`src/rtl/instruction_loader_pkg.sv`:
```
// Shared types and constants for the instruction loader: FSM encoding, halt word, word geometry.
// Pure declarations; no logic or timing of its own.
package instruction_loader_pkg;

   typedef enum logic [1:0] {
      ST_IDLE    = 2'd0,
      ST_RECEIVE = 2'd1,
      ST_WRITE   = 2'd2,
      ST_DONE    = 2'd3
   } state_t;

   localparam logic [31:0] HALT_WORD      = 32'hFFFF_FFFF;
   localparam int          BYTES_PER_WORD = 4;
   localparam int          ADDR_STEP      = 4;

endpackage

```
`src/rtl/instruction_loader_word_assembler.sv`:
```
// Packs bytes MSB-first into a word; word_rdy is combinational with the 4th accepted byte (0 cycles).
// No backpressure: one byte per cycle whenever byte_vld is high; clear has priority and drops a partial word.
module instruction_loader_word_assembler
   import instruction_loader_pkg::*;
#(
   parameter int NBITS = 32,
   parameter int NBYTE = 8
) (
   input  logic             i_clk,
   input  logic             i_reset,
   input  logic             clear,
   input  logic             byte_vld,
   input  logic [NBYTE-1:0] byte_dat,
   output logic [NBITS-1:0] word_dat,
   output logic             word_rdy
);

   localparam int PACK_W = NBITS - NBYTE;

   logic [1:0]        byte_cnt;
   logic [PACK_W-1:0] pack_q;
   logic              last_byte;

   assign last_byte = (byte_cnt == 2'(BYTES_PER_WORD - 1));
   assign word_rdy  = byte_vld && last_byte && !clear;
   // The first three bytes have shifted up to the top of pack_q by the time the 4th arrives.
   assign word_dat  = {pack_q, byte_dat};

   always_ff @(posedge i_clk or posedge i_reset) begin
      if (i_reset) begin
         byte_cnt <= '0;
         pack_q   <= '0;
      end else if (clear) begin
         byte_cnt <= '0;
         pack_q   <= '0;
      end else if (byte_vld) begin
         byte_cnt <= byte_cnt + 2'd1;
         if (last_byte)
            pack_q <= '0;
         else
            pack_q <= {pack_q[PACK_W-NBYTE-1:0], byte_dat};
      end
   end

endmodule

```
`src/rtl/instruction_loader.sv`:
```
// Byte stream to instruction memory writer; write strobe in the cycle after the 4th byte. Optional LOADER_HALT_DETECT_EN.
// No backpressure: accepts 1 byte/cycle in RECEIVE and WRITE, ignores bytes in IDLE and DONE.
module instruction_loader
   import instruction_loader_pkg::*;
#(
   parameter int NBITS  = 32,
   parameter int NBYTE  = 8,
   parameter int CELDAS = 60
) (
   input  logic             i_clk,
   input  logic             i_reset,
   input  logic             i_Start,
   input  logic [NBYTE-1:0] i_Byte,
   input  logic             i_Byte_Valid,
   output logic             o_Write_Enable,
   output logic [NBITS-1:0] o_Address,
   output logic [NBITS-1:0] o_Instruction,
   output logic [NBITS-1:0] o_Word_Count,
   output logic             o_Busy,
   output logic             o_Done,
   output logic             o_Error
);

`ifdef LOADER_HALT_DETECT_EN
   localparam bit HALT_EN = 1'b1;
`else
   localparam bit HALT_EN = 1'b0;
`endif

   localparam logic [NBITS-1:0] STEP      = NBITS'(ADDR_STEP);
   localparam logic [NBITS-1:0] LAST_ADDR = NBITS'(CELDAS - ADDR_STEP);

   state_t           state_q, state_d;
   logic             byte_acc;
   logic             word_rdy;
   logic [NBITS-1:0] word_dat;
   logic             is_halt;
   logic             mem_full;
   logic             to_done;
   logic             set_err;

   assign o_Write_Enable = (state_q == ST_WRITE);
   assign o_Busy         = (state_q == ST_RECEIVE) || (state_q == ST_WRITE);
   // A start pulse wins over a coincident byte: the load restarts from an empty word.
   assign byte_acc       = i_Byte_Valid && o_Busy && !i_Start;
   assign is_halt        = HALT_EN && (o_Instruction == NBITS'(HALT_WORD));
   assign mem_full       = (o_Address + STEP) > LAST_ADDR;

   instruction_loader_word_assembler #(
      .NBITS (NBITS),
      .NBYTE (NBYTE)
   ) u_word_assembler (
      .i_clk    (i_clk),
      .i_reset  (i_reset),
      .clear    (i_Start),
      .byte_vld (byte_acc),
      .byte_dat (i_Byte),
      .word_dat (word_dat),
      .word_rdy (word_rdy)
   );

   always_ff @(posedge i_clk or posedge i_reset) begin
      if (i_reset)
         state_q <= ST_IDLE;
      else
         state_q <= state_d;
   end

   always_comb begin
      state_d = state_q;
      to_done = 1'b0;
      set_err = 1'b0;
      case (state_q)
         ST_IDLE: begin
            if (i_Start) state_d = ST_RECEIVE;
         end
         ST_RECEIVE: begin
            if (i_Start)       state_d = ST_RECEIVE;
            else if (word_rdy) state_d = ST_WRITE;
         end
         ST_WRITE: begin
            if (i_Start) begin
               state_d = ST_RECEIVE;
            end else if (is_halt) begin
               state_d = ST_DONE;
               to_done = 1'b1;
            end else if (mem_full) begin
               state_d = ST_DONE;
               to_done = 1'b1;
               set_err = HALT_EN;
            end else begin
               state_d = ST_RECEIVE;
            end
         end
         ST_DONE: begin
            if (i_Start) state_d = ST_RECEIVE;
         end
         default: state_d = ST_IDLE;
      endcase
   end

   always_ff @(posedge i_clk or posedge i_reset) begin
      if (i_reset) begin
         o_Address     <= '0;
         o_Instruction <= '0;
         o_Word_Count  <= '0;
         o_Done        <= 1'b0;
         o_Error       <= 1'b0;
      end else if (i_Start) begin
         o_Address    <= '0;
         o_Word_Count <= '0;
         o_Done       <= 1'b0;
         o_Error      <= 1'b0;
      end else begin
         if (word_rdy)
            o_Instruction <= word_dat;
         if (state_q == ST_WRITE) begin
            o_Word_Count <= o_Word_Count + 1'b1;
            if (to_done) begin
               o_Done  <= 1'b1;
               o_Error <= set_err;
            end else begin
               o_Address <= o_Address + STEP;
            end
         end
      end
   end

endmodule

```
`config.mk`:
```
export PLATFORM = sky130hd
export DESIGN_NAME = instruction_loader
export DESIGN_NICKNAME = d
export VERILOG_FILES = /design/src/rtl/instruction_loader_pkg.sv /design/src/rtl/instruction_loader_word_assembler.sv /design/src/rtl/instruction_loader.sv
export SDC_FILE = /design/constraint.sdc
export NUM_CORES = 1
export LEC_CHECK = 0
export BUFFER_PORTS_ARGS = -buffer_cell sky130_fd_sc_hd__buf_2
export CORE_ASPECT_RATIO = 2
export CORE_MARGIN = 4
export CORE_UTILIZATION = 40
export CTS_BUF_LIST = sky130_fd_sc_hd__clkbuf_16
export CTS_CLUSTER_SIZE = 28
export DETAILED_ROUTE_END_ITERATION = 7
export GPL_TIMING_DRIVEN = 0
export SYNTH_ARGS = -nofsm -noshare
export SYNTH_HDL_FRONTEND = slang
export SYNTH_SLANG_ARGS = --single-unit
```
`constraint.sdc`:
```
create_clock -name i_clk -period 9.3 [get_ports i_clk]
set_input_delay 0.465 -clock i_clk [delete_from_list [all_inputs] [get_ports i_clk]]
set_output_delay 0.465 -clock i_clk [all_outputs]
set_load 0.02 [all_outputs]
```
==> run summary <==
====================================================================================
Result of the run ..................................................... finished, final reports clean
Number of hold violations in the final report .........................            0
Type of the setup path with the least slack ........................... register to register
Final cell utilization of the core ....................................        0.516
# setup viols final ...................................................            0
Full die area .........................................................   16100 um^2
Count of boundary I/O pins ............................................          112
Post-synthesis cell area ..............................................    5600 um^2
Number of buffers on the longest clock path ...........................            2
Clock tree from TritonCTS .............................................          yes
WP depth ..............................................................           10
Clk_lat worst skew ....................................................       410 ps
Antenna violations before repair ......................................            0
Cell type group with the largest total delay on the critical path ..... simple AND/OR/NAND/NOR gates
Antenna Violating Nets Remaining ......................................            0
Antenna diodes ........................................................            0
Wire length of the first global-routing pass ..........................      23.3 mm
Critical path, cell by cell ........................................... ha_1 -> nand4_1 -> nor4_1 -> xor2_1 -> a21oi_1 -> nand4_1 -> nor4_4 -> a21oi_2 -> buf_6 -> and2_1
Wire length the detailed router placed on met1 ........................      5.07 mm
Buffering stage count on the worst path with inverters included .......            1
Post-Route Setup TNS ..................................................         0 ps
Initial core utilization ..............................................        0.412
Wire length per cell ..................................................      16.9 um
Reg-to-reg setup timing slack .........................................      5990 ps
Clk pin slew, worst setup/hold paths ..................................        60 ps
Layout cell share with drive strength beyond 1 ........................        0.302
Average instance area after synthesis .................................    11.3 um^2
Largest net degree at the start of global routing .....................           68
CTS sink cnt ..........................................................          123
Total number of placement rows ........................................           60
Global route overflow .................................................            0
Distinct cells, synth .................................................           52
Maxcap violations .....................................................            0
Max transition margin .................................................        0.548
Final Wtd Congestion ..................................................        0.844
H-Tree Level Count ....................................................            4
Kind of start point of the critical path ..............................     register
Largest fanout on the critical path ...................................           10
Highest clock rate ....................................................      302 MHz
Reported leakage power ................................................      3.53 nW
Pwr/cell area .........................................................  207 nW/um^2
Master of the slowest instance on the critical path ................... sky130_fd_sc_hd__dfrtp_1
Sequential fraction of the synthesis area .............................        0.550
Proportion of netlist area held by the largest area contributor .......        0.550
Worst EP required .....................................................      9590 ps
Dominant synthesized flop cell ........................................ sky130_fd_sc_hd__dfrtp_1
Cell count after synthesis ............................................          496
Filler Cells Inserted .................................................         1269
Type of destination of the critical path ..............................     register
Global-route total usage across every layer ...........................        0.182
VDD IR-drop max .......................................................     0.142 mV
Met2 routed WL ........................................................      7.98 mm
DRC violation total after the first TritonRoute iteration .............          160
Root buffer cell ...................................................... sky130_fd_sc_hd__clkbuf_16
Most area-consuming cells after synthesis ............................. sky130_fd_sc_hd__dfrtp_1 (55%), sky130_fd_sc_hd__mux2_2 (6.8%), sky130_fd_sc_hd__xor2_1 (4.2%), sky130_fd_sc_hd__a22o_1 (3.8%), sky130_fd_sc_hd__and2_1 (3.1%)
Vias post-DR ..........................................................         4315
CTS Hold Buffers Added ................................................            0
Total number of yosys warnings ........................................            0
Number of detailed-route iterations in the first pass .................            4
Final slew viol count .................................................            0
Count of flip-flops with a built-in enable after synthesis ............            0
Top layer in use ......................................................         met4
Depth of the worst register-to-register path ..........................           10
Arrival time at the worst endpoint ....................................      3600 ps
Half-perimeter wire length after detailed placement ...................      10.3 mm
Transition time at the pin with the least slew margin .................       672 ps
Met3 routed WL ........................................................       602 um
Area of the placeable core ............................................   13600 um^2
CTS buffer count ......................................................           17
Count of buffers inserted at the top-level ports ......................          108
Post-cts repair resize count ..........................................            0
Hold/Removal Path Class ............................................... primary input to async pin
Max Clock Skew ........................................................      7.83 ps
Post-route minimum period .............................................      3310 ps
Number of global-route vias before repair .............................         4606
Total of flip-flops plus latches after synthesis ......................          123
Largest incremental delay on the critical path ........................       520 ps
RSZ-0062 raised after global routing ..................................        false
Relative area change from synthesis to final layout ...................        25.3%
Proportion of synthesized flip-flops having asynchronous set or reset .         1.00
Setup fix buffers added after clock tree synthesis ....................            0
Die Width .............................................................      91.7 um
Height of the chip ....................................................       175 um
DRC violation count after routing .....................................            0
Tcrit/Tclk final ......................................................        0.356
Most area-hungry cell type in the Yosys netlist ....................... sky130_fd_sc_hd__dfrtp_1
Crit-path most repeated cell .......................................... sky130_fd_sc_hd__nand4_1
Total detailed-routing wirelength .....................................      13.9 mm
Number of vias per cell ...............................................         5.23
Nets ..................................................................          646
====================================================================================
## layout make-up
type                            count  area [um^2]  share of cell area
Inverter                           10         42.5             0.00606
Multi-Input combinational cell    343         2380               0.339
Timing Repair Buffer              109          568              0.0810
Clock buffer                       17          425              0.0606
Tap cell                          186          233              0.0332
Clock inverter                     15          178              0.0253
Buffer                             22          113              0.0160
Sequential cell                   123         3080               0.439
## state kept, by name (all words and copies together), names as in the netlist
signal	flops
o_Address	30
o_Done	1
o_Instruction	32
o_Word_Count	32
state_q	2
u_word_assembler.byte_cnt	2
u_word_assembler.pack_q	24
## worst register-to-register path: cells and delay by family, from the launching register on
kind,cells,cell delay [ps]
simple gates,5,1660
flops,1,520
compound gates,2,410
fa+ha+maj,1,330
buf+inv,1,170
xor+xnor,1,120
## synth_stat cells (all sizes together) (8+ instances only)
cell type  number
xor2           27
a22o           24
ha              8
o21ai          11
dfrtp         123
buf            10
xnor2          12
mux2           34
a21oi          13
nand4          19
clkbuf         12
nor3           12
nor2           43
and2           28
inv            10
nand2          24
and3           10
nand3          26
## cell usage in the layout (no fill, tap or decap), types with 4 or more instances in the layout
cell type                   Yosys  routed
sky130_fd_sc_hd__dfrtp_1      123     123
sky130_fd_sc_hd__buf_2          2     110
sky130_fd_sc_hd__nor2_1        43      43
sky130_fd_sc_hd__mux2_2        34      34
sky130_fd_sc_hd__and2_1        28      28
sky130_fd_sc_hd__xor2_1        27      27
sky130_fd_sc_hd__nand2_1       24      24
sky130_fd_sc_hd__nand3_1       24      24
sky130_fd_sc_hd__a22o_1        24      24
sky130_fd_sc_hd__nand4_1       19      19
sky130_fd_sc_hd__clkbuf_16      0      17
sky130_fd_sc_hd__a21oi_1       12      12
sky130_fd_sc_hd__xnor2_1       12      12
sky130_fd_sc_hd__nor3_1        12      12
sky130_fd_sc_hd__clkbuf_1      11      11
sky130_fd_sc_hd__and3_1        10      10
sky130_fd_sc_hd__inv_1         10       9
sky130_fd_sc_hd__inv_6          0       8
sky130_fd_sc_hd__ha_1           8       8
sky130_fd_sc_hd__o21ai_0        7       7
sky130_fd_sc_hd__and4_1         5       5
sky130_fd_sc_hd__nor4_1         4       4
sky130_fd_sc_hd__o21ai_1        4       4
sky130_fd_sc_hd__or3_1          4       4
sky130_fd_sc_hd__a31oi_1        4       4
## cells by family after synthesis
| group | count (synthesis) | synth area share |
|---|---|---|
| muxes | 37 | 0.0737 |
| buffers and inverters | 32 | 0.0268 |
| AOI/OAI and AO/OA | 64 | 0.0818 |
| other | 1 | 0.000670 |
| adders and majority gates | 8 | 0.0179 |
| xor gates and xnor gates | 39 | 0.0610 |
| DFF | 123 | 0.550 |
| and+or+nand+nor | 192 | 0.189 |
## power breakdown
| part | total [mW] | internal [mW] | switching [mW] |
|---|---|---|---|
| Clock | 0.675 | 0.406 | 0.269 |
| Sequential | 0.600 | 0.570 | 0.0298 |
| Combinational | 0.178 | 0.0645 | 0.114 |
## per-layer routing
| metal | vias to the layer above | GRT usage |
|---|---|---|
| met3 | 28 | 0.0420 |
| met1 | 2131 | 0.189 |
| li1 | 2027 | - |
| met4 | 0 | 0.0730 |
| met2 | 129 | 0.344 |
| met5 | - | 0 |
## per-stage QoR
stage               power [mW]  worst slack [ps]  instance area [um^2]  cells  hold slack, ps
floorplan                0.727              5560                  5610    498             467
finish                    1.45              5990                  7020    825             122
detailed placement       0.793              6010                  6410    793             490
global placement         0.781              4330                  6380    792             483
CTS                       1.47              5990                  7020    825             135
global route              1.52              5700                  7020    825             163
## final timing paths
path	startpoint	endpoint
worst min register to register	o_Instruction[29]	o_Instruction[29]
worst max register to register	o_Address[2]	o_Address[29]
worst max-delay path	o_Address[2]	o_Address[29]
worst min-delay path	i_reset	o_Instruction[19]
max in group asynchronous	i_reset	o_Address[8]
min in group i_clk	i_Byte[0]	u_word_assembler.pack_q[0]
(Power assumes the default switching activity.)
